==> config.mk <==
export PLATFORM = sky130hd
export DESIGN_NAME = alu_seq
export DESIGN_NICKNAME = d
export VERILOG_FILES = /design/src/rtl/alu_seq.sv
export SDC_FILE = /design/constraint.sdc
export NUM_CORES = 1
export LEC_CHECK = 0
export CORE_ASPECT_RATIO = 1.1
export CORE_MARGIN = 5
export CORE_UTILIZATION = 45
export CTS_CLUSTER_DIAMETER = 40
export DETAILED_ROUTE_END_ITERATION = 8
export PLACE_DENSITY = 0.72
export SLEW_MARGIN = 20
export SYNTH_ARGS = -nofsm -noshare
export SYNTH_HDL_FRONTEND = slang
export SYNTH_SLANG_ARGS = --single-unit
==> constraint.sdc <==
create_clock -name clk -period 5.4 [get_ports clk]
set_clock_uncertainty 0.05 [all_clocks]
set_input_delay 1.08 -clock clk [delete_from_list [all_inputs] [get_ports clk]]
set_output_delay 1.08 -clock clk [all_outputs]
set_load 0.01 [all_outputs]
==> src/rtl/alu_seq.sv <==
// Execute-stage ALU: RV32I register-register ops in one cycle, RV32M ops on an iterative
// radix-2 shift-add / restoring-divide engine, valid/ready on both sides, one op in flight.
module alu_seq #(
    parameter int unsigned WIDTH     = 32,
    parameter bit          MULDIV_EN = 1'b1
) (
    input  logic             clk,
    input  logic             rst,
    input  logic             in_valid,
    output logic             in_ready,
    input  logic [2:0]       fn,
    input  logic [6:0]       funct7,
    input  logic [WIDTH-1:0] a,
    input  logic [WIDTH-1:0] b,
    output logic             out_valid,
    input  logic             out_ready,
    output logic [WIDTH-1:0] result
);

    localparam int unsigned SHW  = $clog2(WIDTH);
    localparam int unsigned CNTW = $clog2(WIDTH);
    localparam logic [6:0] F7_ALT    = 7'b0100000;
    localparam logic [6:0] F7_MULDIV = 7'b0000001;
    localparam logic [WIDTH-1:0] MIN_VAL = {1'b1, {(WIDTH-1){1'b0}}};

    typedef enum logic [1:0] {S_IDLE, S_BUSY, S_FIX, S_DONE} state_t;

    state_t             state_q, state_d;
    logic               in_ready_q, in_ready_d;
    logic               out_valid_q, out_valid_d;
    logic [WIDTH-1:0]   result_q, result_d;
    logic [2:0]         fn_q, fn_d;
    logic               neg_q, neg_d;
    logic [2*WIDTH-1:0] acc_q, acc_d;
    logic [WIDTH-1:0]   opnd_q, opnd_d;
    logic [CNTW-1:0]    cnt_q, cnt_d;

    logic [SHW-1:0]     shamt;
    logic               alt;
    logic [WIDTH-1:0]   alu_res;
    logic               sign_a, sign_b, neg_init;
    logic [WIDTH-1:0]   mag_a, mag_b;
    logic               div_zero, div_ovf;
    logic [WIDTH-1:0]   special_res;
    logic [WIDTH:0]     mul_sum, div_rem;
    logic [WIDTH-1:0]   div_sub;
    logic               div_ge;
    logic [2*WIDTH-1:0] mul_next, div_next, prod_fix;
    logic [WIDTH-1:0]   quo_fix, rem_fix, fix_res;

    // Single-cycle base operations
    always_comb begin
        shamt   = b[SHW-1:0];
        alt     = (funct7 == F7_ALT);
        alu_res = '0;
        case (fn)
            3'b000:  alu_res = alt ? (a - b) : (a + b);
            3'b001:  alu_res = a << shamt;
            3'b010:  alu_res = WIDTH'($signed(a) < $signed(b));
            3'b011:  alu_res = WIDTH'(a < b);
            3'b100:  alu_res = a ^ b;
            3'b101:  alu_res = alt ? WIDTH'($signed(a) >>> shamt) : (a >> shamt);
            3'b110:  alu_res = a | b;
            default: alu_res = a & b;
        endcase
    end

    // Operand signedness, magnitudes and the sign to restore in FIX
    always_comb begin
        sign_a   = 1'b0;
        sign_b   = 1'b0;
        neg_init = 1'b0;
        case (fn)
            3'b000, 3'b001, 3'b100: begin
                sign_a   = a[WIDTH-1];
                sign_b   = b[WIDTH-1];
                neg_init = a[WIDTH-1] ^ b[WIDTH-1];
            end
            3'b010, 3'b110: begin
                sign_a   = a[WIDTH-1];
                sign_b   = (fn == 3'b110) ? b[WIDTH-1] : 1'b0;
                neg_init = a[WIDTH-1];
            end
            default: ;
        endcase
        mag_a       = sign_a ? -a : a;
        mag_b       = sign_b ? -b : b;
        div_zero    = fn[2] && (b == '0);
        div_ovf     = (fn == 3'b100 || fn == 3'b110) && (a == MIN_VAL) && (b == '1);
        special_res = div_zero ? (fn[1] ? a : '1) : (fn[1] ? '0 : MIN_VAL);
    end

    // One engine iteration and the final sign fix-up
    always_comb begin
        mul_sum  = {1'b0, acc_q[2*WIDTH-1:WIDTH]} + (acc_q[0] ? {1'b0, opnd_q} : '0);
        mul_next = {mul_sum, acc_q[WIDTH-1:1]};
        div_rem  = acc_q[2*WIDTH-1:WIDTH-1];
        div_ge   = (div_rem >= {1'b0, opnd_q});
        div_sub  = WIDTH'(div_rem - {1'b0, opnd_q});
        div_next = {div_ge ? div_sub : div_rem[WIDTH-1:0], acc_q[WIDTH-2:0], div_ge};
        prod_fix = neg_q ? -acc_q : acc_q;
        quo_fix  = neg_q ? -acc_q[WIDTH-1:0] : acc_q[WIDTH-1:0];
        rem_fix  = neg_q ? -acc_q[2*WIDTH-1:WIDTH] : acc_q[2*WIDTH-1:WIDTH];
        case (fn_q)
            3'b000:                 fix_res = prod_fix[WIDTH-1:0];
            3'b001, 3'b010, 3'b011: fix_res = prod_fix[2*WIDTH-1:WIDTH];
            3'b100, 3'b101:         fix_res = quo_fix;
            default:                fix_res = rem_fix;
        endcase
    end

    // Control: next state and registered outputs
    always_comb begin
        state_d     = state_q;
        in_ready_d  = in_ready_q;
        out_valid_d = out_valid_q;
        result_d    = result_q;
        fn_d        = fn_q;
        neg_d       = neg_q;
        acc_d       = acc_q;
        opnd_d      = opnd_q;
        cnt_d       = cnt_q;
        case (state_q)
            S_IDLE: begin
                if (in_valid) begin
                    in_ready_d  = 1'b0;
                    out_valid_d = 1'b1;
                    state_d     = S_DONE;
                    if (funct7 != F7_MULDIV) begin
                        result_d = alu_res;
                    end else if (!MULDIV_EN) begin
                        result_d = '0;
                    end else if (div_zero || div_ovf) begin
                        result_d = special_res;
                    end else begin
                        out_valid_d = 1'b0;
                        state_d     = S_BUSY;
                        fn_d        = fn;
                        neg_d       = neg_init;
                        cnt_d       = '0;
                        acc_d       = {{WIDTH{1'b0}}, fn[2] ? mag_a : mag_b};
                        opnd_d      = fn[2] ? mag_b : mag_a;
                    end
                end
            end
            S_BUSY: begin
                acc_d = fn_q[2] ? div_next : mul_next;
                cnt_d = cnt_q + CNTW'(1);
                if (cnt_q == CNTW'(WIDTH - 1)) begin
                    state_d = S_FIX;
                end
            end
            S_FIX: begin
                result_d    = fix_res;
                out_valid_d = 1'b1;
                state_d     = S_DONE;
            end
            default: begin
                if (out_ready) begin
                    out_valid_d = 1'b0;
                    in_ready_d  = 1'b1;
                    state_d     = S_IDLE;
                end
            end
        endcase
    end

    always_ff @(posedge clk or posedge rst) begin
        if (rst) begin
            state_q     <= S_IDLE;
            in_ready_q  <= 1'b1;
            out_valid_q <= 1'b0;
            result_q    <= '0;
            fn_q        <= '0;
            neg_q       <= 1'b0;
            acc_q       <= '0;
            opnd_q      <= '0;
            cnt_q       <= '0;
        end else begin
            state_q     <= state_d;
            in_ready_q  <= in_ready_d;
            out_valid_q <= out_valid_d;
            result_q    <= result_d;
            fn_q        <= fn_d;
            neg_q       <= neg_d;
            acc_q       <= acc_d;
            opnd_q      <= opnd_d;
            cnt_q       <= cnt_d;
        end
    end

    assign in_ready  = in_ready_q;
    assign out_valid = out_valid_q;
    assign result    = result_q;

endmodule

**Yosys cells after proc, flatten, opt, wreduce, memory -nomap -nowiden**

Index checks and enable logic that the tools add are counted.

- Register bits: 141
- Input port bits: 78
- Output and inout port bits: 34
- Word-level logic and storage cells: 129

- Add/sub/neg operators: 10
- Order comparisons: 3
- Equal/unequal tests: 23
- Shifts and indexed selects: 3
- Mux-type cells: 47
- Bitwise logic cells: 8
- Reduce and logical (&&, ||, !) cells: 26

Operator list:

| operator | number |
|---|---|
| $mux W32 | 16 |
| $mux W64 | 5 |
| $pmux W32 S7 | 1 |
| $neg A32 Y32 | 4 |
| $pmux W64 S2 | 1 |
| $pmux W32 S3 | 1 |
| $eq A32 B32 Y1 const B | 2 |
| $lt A32 B32 Y1 | 2 |
| $neg A64 Y64 | 1 |
| $pmux W32 S2 | 1 |
| $sub A32 B32 Y32 | 2 |
| $add A32 B32 Y33 | 1 |
| $ge A33 B32 Y1 | 1 |
| $add A32 B32 Y32 | 1 |
| $and A32 B32 Y32 | 1 |
| $logic_not A32 Y1 | 1 |
| $or A32 B32 Y32 | 1 |
| $shl A32 B5 Y32 | 1 |
| $shr A32 B5 Y32 | 1 |
| $sshr A32 B5 Y32 | 1 |
| $xor A32 B32 Y32 | 1 |
| $eq A3 B3 Y1 const B | 5 |
| $mux W5 | 3 |
| $eq A3 B2 Y1 const B | 4 |
| 29 further kinds | 62 |

**Longest topological paths before layout**

Gate-level depths: netlist (run 1).

- Word-level depth: 9
- Gate-level depth with buffers: 16
- Depth with buffers taken out: 14

**Worst setup path after synthesis (run 1)**

No wires, ideal clock.

- Kind: input to register
- From: input port b[4]
- To: register result_q[30] (netlist: result[30])
- Library setup time: 0.104 ns
- Arrival time: 4.519 ns
- Required time: 5.246 ns
- Path slack: 0.728 ns
- Stages: 16
- Buffers on the path: 4
- Path through: clkbuf_1 -> inv_1 -> clkbuf_1 -> clkbuf_1 -> ha_1 -> clkbuf_1 -> a21oi_1 -> nor2b_1 -> a2111o_1 -> a31oi_1 -> a211o_1 -> a311o_1 -> a221oi_1 -> and3b_1 -> o211ai_1 -> a221oi_1

- Longest elaborated chain between the ends: 7
- Elaborated cells on any way between the ends: 20
- Those cells by class: add/sub: 2; eq/ne: 2; shift: 3; mux: 8; reduce/logical: 5

Ends and longest elaborated chain:

| element | line | text |
|---|---|---|
| from (decl) | 14 | `input logic [WIDTH-1:0] b,` |
| branches (longest 7 deep; another with $add A32 B32 Y32) | - |  |
| to (signal assigned) | 183 | `result_q <= result_d;` |
| to (decl) | 31 | `logic [WIDTH-1:0] result_q, result_d;` |

Parallel ways; which one is timed is not known. The select of a mux whose other input is x is not followed.
A chain may end at the register's enable or synchronous reset.

**Worst setup path in the final report (run 1)**

- From: input port b[17]
- To: register result_q[12] (netlist: result[12])

- Longest elaborated chain between the ends: 7
- Elaborated cells on any way between the ends: 12
- Those cells by class: eq/ne: 2; mux: 5; reduce/logical: 5

Ends and longest elaborated chain:

| element | line | text |
|---|---|---|
| $logic_not A32 Y1 | 88 | `div_zero = fn[2] && (b == '0);` |
| $logic_and A1 B1 Y1 | 88 |  |
| $mux W32 | 90 | `special_res = div_zero ? (fn[1] ? a : '1) : (fn[1] ? '0 : MIN_VAL);` |
| $mux W32 | 133 | `end else if (div_zero \|\| div_ovf) begin` |
| $mux W32 | 129 | `if (funct7 != F7_MULDIV) begin` |
| $mux W32 | 125 | `if (in_valid) begin` |
| $pmux W32 S2 | 123 | `case (state_q)` |

Parallel ways exist; a longest one is shown, timed or not. The select of a mux whose other input is x is not followed.

==> summary.txt, run 1 <==
Outcome
  – Outcome: finished clean

Timing
  – Final Hold Violating Endpoints: 0
  – WHS: 0.429 ns
  – Fin crit period: 4.99 ns
  – Post-Route Setup TNS: 0 ns
  – Final Cycle Share: 92.5%
  – Final setup viols: 0
  – Actual slew at the worst max-slew pin: 1.14 ns
  – Max frequency: 200 MHz
  – Final Max Slew Viols: 0
  – Slew margin rel.: 23.4%
  – RSZ-0062 raised after global routing: no

Logic synthesis
  – Top cell type by total area after synthesis: dfrtp_1
  – Register area share after synthesis: 14.9%
  – Post-Syn Area per Cell: around 7 um2
  – Post-synthesis cell count: roughly 3300
  – Ys Warns: 0
  – Synth cell types: 95
  – Register bit count reported by yosys: 141
  – Synthesized net count: 3589
  – Predominant post-synthesis flop cell: dfrtp_1
  – Most frequent cell after synthesis: nor2_1
  – Area contributors post-synth: dfrtp_1 (15%), ha_1 (9.7%), a21oi_1 (7.0%)
  – Post-synth ARST share: 100%
  – Post-Syn Area: 23700 um2
  – Most frequent cells after synthesis: nor2_1 (419), a21oi_1 (330), nand2_1 (310)
  – Post-synth EDFFs: 0
  – Area share of the largest cell type after synthesis: 14.8%

Floorplanning
  – Row count: a little under 90
  – Initial Utilization: 45.3%
  – Die width: approximately 230 um
  – Die height: about 250 um
  – Core area: 52300 um2
  – Ports: between 100 and 150
  – Die Area: around 57000 um2

Global routing
  – Largest net degree at the start of global routing: 91
  – Global Route Usage Sum: 41.5%
  – Gr ovfl total: 0
  – Met2 Usage GRT: between 60% and 70%
  – Antenna violations before repair: 6
  – GR met1 Demand/Resource: between 40% and 50%
  – Vias in the first global route: 26000
  – Met3 Use GR: between 10 and 15%
  – Busiest grt layer: met2
  – First-pass GRT wire length: roughly 180 mm

Hold path
  – Worst min-delay path category: reg -> reg

Detailed routing
  – Overall via count from detail_route: 28200
  – Wire per inst: 30.5 um
  – First drt pass iteration count: 7
  – Vias per inst: 6.86
  – Antenna Nets Post-Route: 0
  – DRC errors left: 0
  – Routed Wire Length: 125 mm
  – Initial DRC Count: 3958

CTS
  – Worst-path clk slew: 0.07 ns
  – Max clock buf depth: 2
  – Cts hold-fix bufs: 0
  – Cells resized by post-CTS repair: 0
  – Worst-Skew Late Latency: 0.45 ns
  – CTS sink cnt: approximately 140
  – Setup bufs post-CTS: 0
  – TritonCTS Buffers: 17
  – Clk root buf: clkbuf_16
  – CTS tree: built
  – Htree depth: 4

Placement
  – Final GP Congestion: 1.15
  – Port bufs: approximately 110
  – Post-Place Cells: 4080
  – Final HPWL DP: 99.0 mm

Worst setup path
  – Slowest stage cell, crit path: nor4_1
  – Highest cell delay on the worst timing path: roughly 0.86 ns
  – Crit. End Element: flop
  – Cells along the critical path: clkdlybuf4s50_1 -> or4_1 -> or4_1 -> or3_4 -> o211a_2 -> nor2_8 -> a21o_4 -> nand2_2 -> nor4_1 -> a21oi_1
  – Worst Path Required: 5.64 ns
  – Critical path class: in -> reg
  – Critical Path Source Type: primary input
  – Crit path max-delay family: simple AND/OR/NAND/NOR gates
  – CP max FO: 15
  – Cell mode on critical path: or4_1
  – Buf/Inv on CP: 1
  – WP data arrival: 5.24 ns

Power
  – Max IR drop VDD: 0.275 mV
  – P per Cell Area: roughly 400 nW/um2
  – Pleak: 11.2 nW

Final layout
  – Layout cells sized above 1: 11.7%
  – # fillers: around 5300
  – Cell Count, Final, Fillers Out: 4114
  – Final nets: 3690
  – Area delta synth->final: 14.4%

Run
  – Max-Cap Viols: 0
per-stage QoR:
stage / cell area, um2 / total power [W] / util (%) / setup WS (ns)
floorplan: 23700 / 0.00670 / - / 0.490
global placement: 26500 / 0.00922 / 50.6 / 0.212
detailed placement: 26500 / 0.00925 / 50.6 / 0.176
CTS: 27100 / 0.0105 / 51.8 / 0.636
global route: 27100 / 0.0114 / 51.8 / 0.464
finish: 27100 / 0.0108 / 51.8 / 0.405
cell type report:
cell class                      count  area [um2]  area share (%)
Multi-Input combinational cell   2762       18600            68.5
Sequential cell                   141        3530            13.0
Timing Repair Buffer              339        2910            10.8
Tap cell                          675         845            3.12
Inverter                          163         617            2.28
Clock buffer                       23         478            1.76
Clock inverter                      9         134           0.494
Antenna cell                        2        5.00          0.0185
layout by cell type (no fill, tap or decap), drive strengths merged, types with 18 or more instances in the layout:
cell	count
nor2	421
a21oi	331
nand2	312
o21ai	312
buf	234
ha	184
inv	163
dfrtp	140
xnor2	132
clkdlybuf4s50	105
nor3	83
a211oi	70
mux4	57
mux2i	57
o211ai	56
xor2	55
nand3	51
a31oi	51
a21o	42
o31ai	37
mux2	34
nand4	33
nor2b	26
o221ai	26
a221oi	24
nor4	24
o22ai	23
clkbuf	23
or3	22
or4	21
a22oi	19
o21bai	18
power breakdown:
part,internal [W],switching (W),total [W]
Combinational,0.00289,0.00457,0.00746
Sequential,0.00143,0.000668,0.00210
Clock,0.000765,0.000497,0.00126
Total,0.00508,0.00574,0.0108
worst paths after layout:
kind,end,cells past startpoint,slack [ns],from
min in group asynchronous,acc_q[62],2,1.14,rst
min,opnd_q[3],2,0.43,opnd_q[3]
min reg2reg,opnd_q[3],2,0.43,opnd_q[3]
max reg2reg,acc_q[61],15,0.92,acc_q[0]
max in group asynchronous,fn_q[2],3,3.28,rst
max,result[12],10,0.41,b[17]
registers in the layout (all words and copies together), names as in the netlist:
| signal | cells |
|---|---|
| opnd_q | 32 |
| in_ready | 1 |
| cnt_q | 5 |
| neg_q | 1 |
| acc_q | 64 |
| result | 32 |
| fn_q | 3 |
| state_q | 2 |
| out_valid | 1 |
cells by family (layout without fill, tap and decap cells):
family,count (synthesis),count (layout),synth area share [%]
flops,141,141,14.9
simple gates,1076,1076,20.7
mux,148,148,9.45
other cells,0,2,0
compound gates,1163,1163,31.1
buf+inv,420,534,6.85
xor+xnor,187,187,6.92
fa+ha+maj,188,188,10.1
layer usage:
layer	up-vias	share of wire, %
met1	13300	36
met4	6	9.5
li1	12400	-
met3	526	11
met5	-	0.033
met2	2014	43
worst reg2reg max path, stage by stage, from the launching register on:
cell and delay (ns):
dfrtp_1 0.45, clkinv_1 0.40, buf_4 0.38, nor2_1 0.18
ha_1 0.28, o21ai_0 0.13, o21bai_1 0.19, a211oi_1 0.07
buf_4 0.18, o21ai_0 0.42, a31oi_1 0.28, o31ai_1 0.31
a21oi_1 0.16, o21ai_0 0.32, mux2_2 0.37, o31ai_1 0.22
(Power assumes the default switching activity.)
==> inputs of run 2 (changes only) <==
clock period = 5.5 ns   (was 5.4 ns; I/O delays follow)
==> run 2 against run 1 <==
Compared with the run above: hold slack better by 0.0026 ns; first-iteration DRC count decreased by 1.4%; critical path depth is 1 higher; highest routed layer unchanged; critical endpoint unchanged; worst setup slack worse by 0.068 ns; flip-flop and latch count is the same; combinational power fell by 0.9%; global-route usage is 2.5 points higher; routed wire length increased by 5.8%; die area unchanged.
==> summary.txt, run 2 (synthesis results as in run 1) <==
Detailed routing
  – DRC errors left: 0 (unchanged)
  – Wire per inst: 32.2 um (+5.6%)
  – Vias per inst: 6.89 (+0.46%)
  – Antenna Nets Post-Route: 0 (unchanged)
  – Initial DRC Count: 3901 (-1.4%)
  – Overall via count from detail_route: 28400 (+0.68%)
  – Routed Wire Length: 133 mm (+5.8%)
  – First drt pass iteration count: 9 (+2)

Floorplanning
  – Ports: 112 (unchanged)
  – Initial Utilization: 45.3% (unchanged)
  – Die width: 229 um (unchanged)
  – Die height: 251 um (unchanged)
  – Core area: 52300 um2 (unchanged)
  – Row count: 88 (unchanged)
  – Die Area: 57300 um2 (unchanged)

Worst setup path
  – Critical path class: in -> reg
  – Worst R2R Setup Slack: 1.07 ns (+0.15 ns)
  – Worst Path Required: 5.76 ns (+0.12 ns)
  – Cells along the critical path: clkdlybuf4s50_1 -> buf_4 -> or4_1 -> nor3b_1 -> nand4b_1 -> o211a_2 -> nor2_8 -> a21o_4 -> nand2_2 -> nor4_1 -> a21oi_1
  – Crit. End Element: flop
  – Slowest stage cell, crit path: nor3b_1
  – Reg-to-Reg End: acc_q[61]
  – Critical Path Source Type: primary input
  – Highest cell delay on the worst timing path: 0.83 ns (-0.03 ns)
  – CP max FO: 21 (+6)
  – WP data arrival: 5.42 ns (+0.18 ns)
  – R2r worst-path depth: 14 (-1)
  – RR Startpoint: acc_q[0]

Final layout
  – Footprint of the multi-input gates: 18600 um2 (about the same)
  – Most frequent cells in the layout: nor2_1 (419), a21oi_1 (329), nand2_1 (309)
  – # fillers: 5228 (-1.3%)
  – Final nets: 3697 (+0.19%)
  – Most flop-heavy register: acc_q
  – Register area: 3530 um2 (unchanged)
  – Max reg flops: 64 (unchanged)
  – Commonest non-fill, non-tap cell in the layout: nor2_1
  – Layout cells sized above 1: 12.0% (+0.27 points)
  – Area delta synth->final: 14.3% (about the same)
  – Fin util: 51.8% (about the same)

Power
  – Seq pwr share: 19.5% (about the same)
  – Pleak: 11.2 nW (about the same)
  – Switching share of power: 54.3% (+1.3 points)
  – P_sw: 0.00581 W (+1.4%)
  – Combinational Power Share: 69.0% (about the same)
  – Int Pwr: 0.00490 W (-3.7%)
  – P per Cell Area: 396 nW/um2 (-0.93%)
  – Clock power share: 11.5% (-0.2 points)
  – Max IR drop VDD: 0.278 mV (+1.3%)

Placement
  – Port bufs: 111 (unchanged)
  – Final GP Congestion: 1.13 (-1.8%)
  – Final HPWL DP: 106 mm (+7.3%)

Global routing
  – Gr ovfl total: 0 (unchanged)
  – Busiest grt layer: met2
  – Met3 Use GR: 11.4% (+0.45 points)
  – First-pass GRT wire length: 188 mm (+4.9%)
  – Antenna violations before repair: 9 (+3)
  – Met2 Usage GRT: 68.7% (+4.1 points)
  – Global Route Usage Sum: 44.0% (+2.5 points)
  – Largest net degree at the start of global routing: 84 (-7.7%)
  – Vias in the first global route: 26600 (+2.3%)
  – GR met1 Demand/Resource: 51.1% (+1.4 points)

Timing
  – Final Hold Violating Endpoints: 0 (unchanged)
  – Final Cycle Share: 93.9%
  – Post-Route Setup TNS: 0 ns (unchanged)
  – Max frequency: 194 MHz
  – Fin crit period: 5.16 ns
  – Slew margin rel.: 24.3% (+0.92 points)
  – Actual slew at the worst max-slew pin: 1.12 ns (-0.0154 ns)
  – RSZ-0062 raised after global routing: no
  – Final setup viols: 0 (unchanged)
  – Final Max Slew Viols: 0 (unchanged)

Outcome
  – Outcome: finished clean

Hold path
  – Worst hold start: opnd_q[23]
  – Hold Path Sink: opnd_q[23]
  – Worst hold stages: 2 (unchanged)
  – Worst min-delay path category: reg -> reg

CTS
  – Worst-path clk slew: 0.07 ns (about the same)
  – Htree depth: 4 (unchanged)
  – Clk root buf: clkbuf_16
  – Max clock buf depth: 2 (unchanged)
  – TritonCTS Buffers: 17 (unchanged)
  – CTS tree: built
  – Cts hold-fix bufs: 0 (unchanged)
  – Cells resized by post-CTS repair: 0 (unchanged)
  – CTS sink cnt: 141 (unchanged)
  – Worst-Skew Late Latency: 0.47 ns (+0.02 ns)
  – Setup bufs post-CTS: 0 (unchanged)

Run
  – Max-Cap Viols: 0 (unchanged)
## run 2: power by group through the flow
stage               Combinational [W]  Clock [W]  Sequential [W]
detailed placement            0.00713          0         0.00208
CTS                           0.00718    0.00122         0.00206
finish                        0.00739    0.00123         0.00209
global route                  0.00788    0.00126         0.00212
global placement              0.00709          0         0.00207
floorplan                     0.00480          0         0.00178
## run 2: how the worst max path moves through the flow
stage / cells past startpoint / to / slack (ns) / startpoint
floorplan: 1 / acc_q[0] / 0.57 / rst
global placement: 11 / result[12] / 0.19 / a[3]
detailed placement: 11 / result[12] / 0.15 / a[4]
CTS: 11 / result[12] / 0.62 / a[4]
global route: 11 / result[12] / 0.33 / a[3]
finish: 11 / result[12] / 0.34 / a[3]
## run 2: layout make-up
class | count | share of cell area, %
tap | 675 | 3.12
multi-input combinational | 2762 | 68.6
clock buffer | 18 | 1.62
clock inverter | 14 | 0.541
inverter | 163 | 2.28
timing repair buffer | 346 | 10.8
sequential | 141 | 13.0
antenna | 4 | 0.0370
## run 2: per-stage QoR
stage / total power [W] / area (um2) / worst slack, ns / instances / hold slack [ns]
floorplan: 0.00658 / 23700 / 0.570 / 3323 / 0.400
global placement: 0.00917 / 26500 / 0.194 / 4087 / 0.411
detailed placement: 0.00921 / 26500 / 0.147 / 4087 / 0.420
CTS: 0.0105 / 27100 / 0.619 / 4119 / 0.435
global route: 0.0112 / 27100 / 0.329 / 4119 / 0.446
finish: 0.0107 / 27100 / 0.337 / 4123 / 0.432
## run 2: critical path, delay by kind of cell
family,cells,cell delay (ns)
AO/OA/AOI/OAI,3,0.82
buffers and inverters,2,0.62
AND/OR/NAND/NOR,6,2.86
## run 2: per-layer routing
metal,up-vias,wire length (um)
li1,12400,-
met1,13400,47400
met2,1979,57200
met3,566,14400
met4,6,13700
met5,-,28
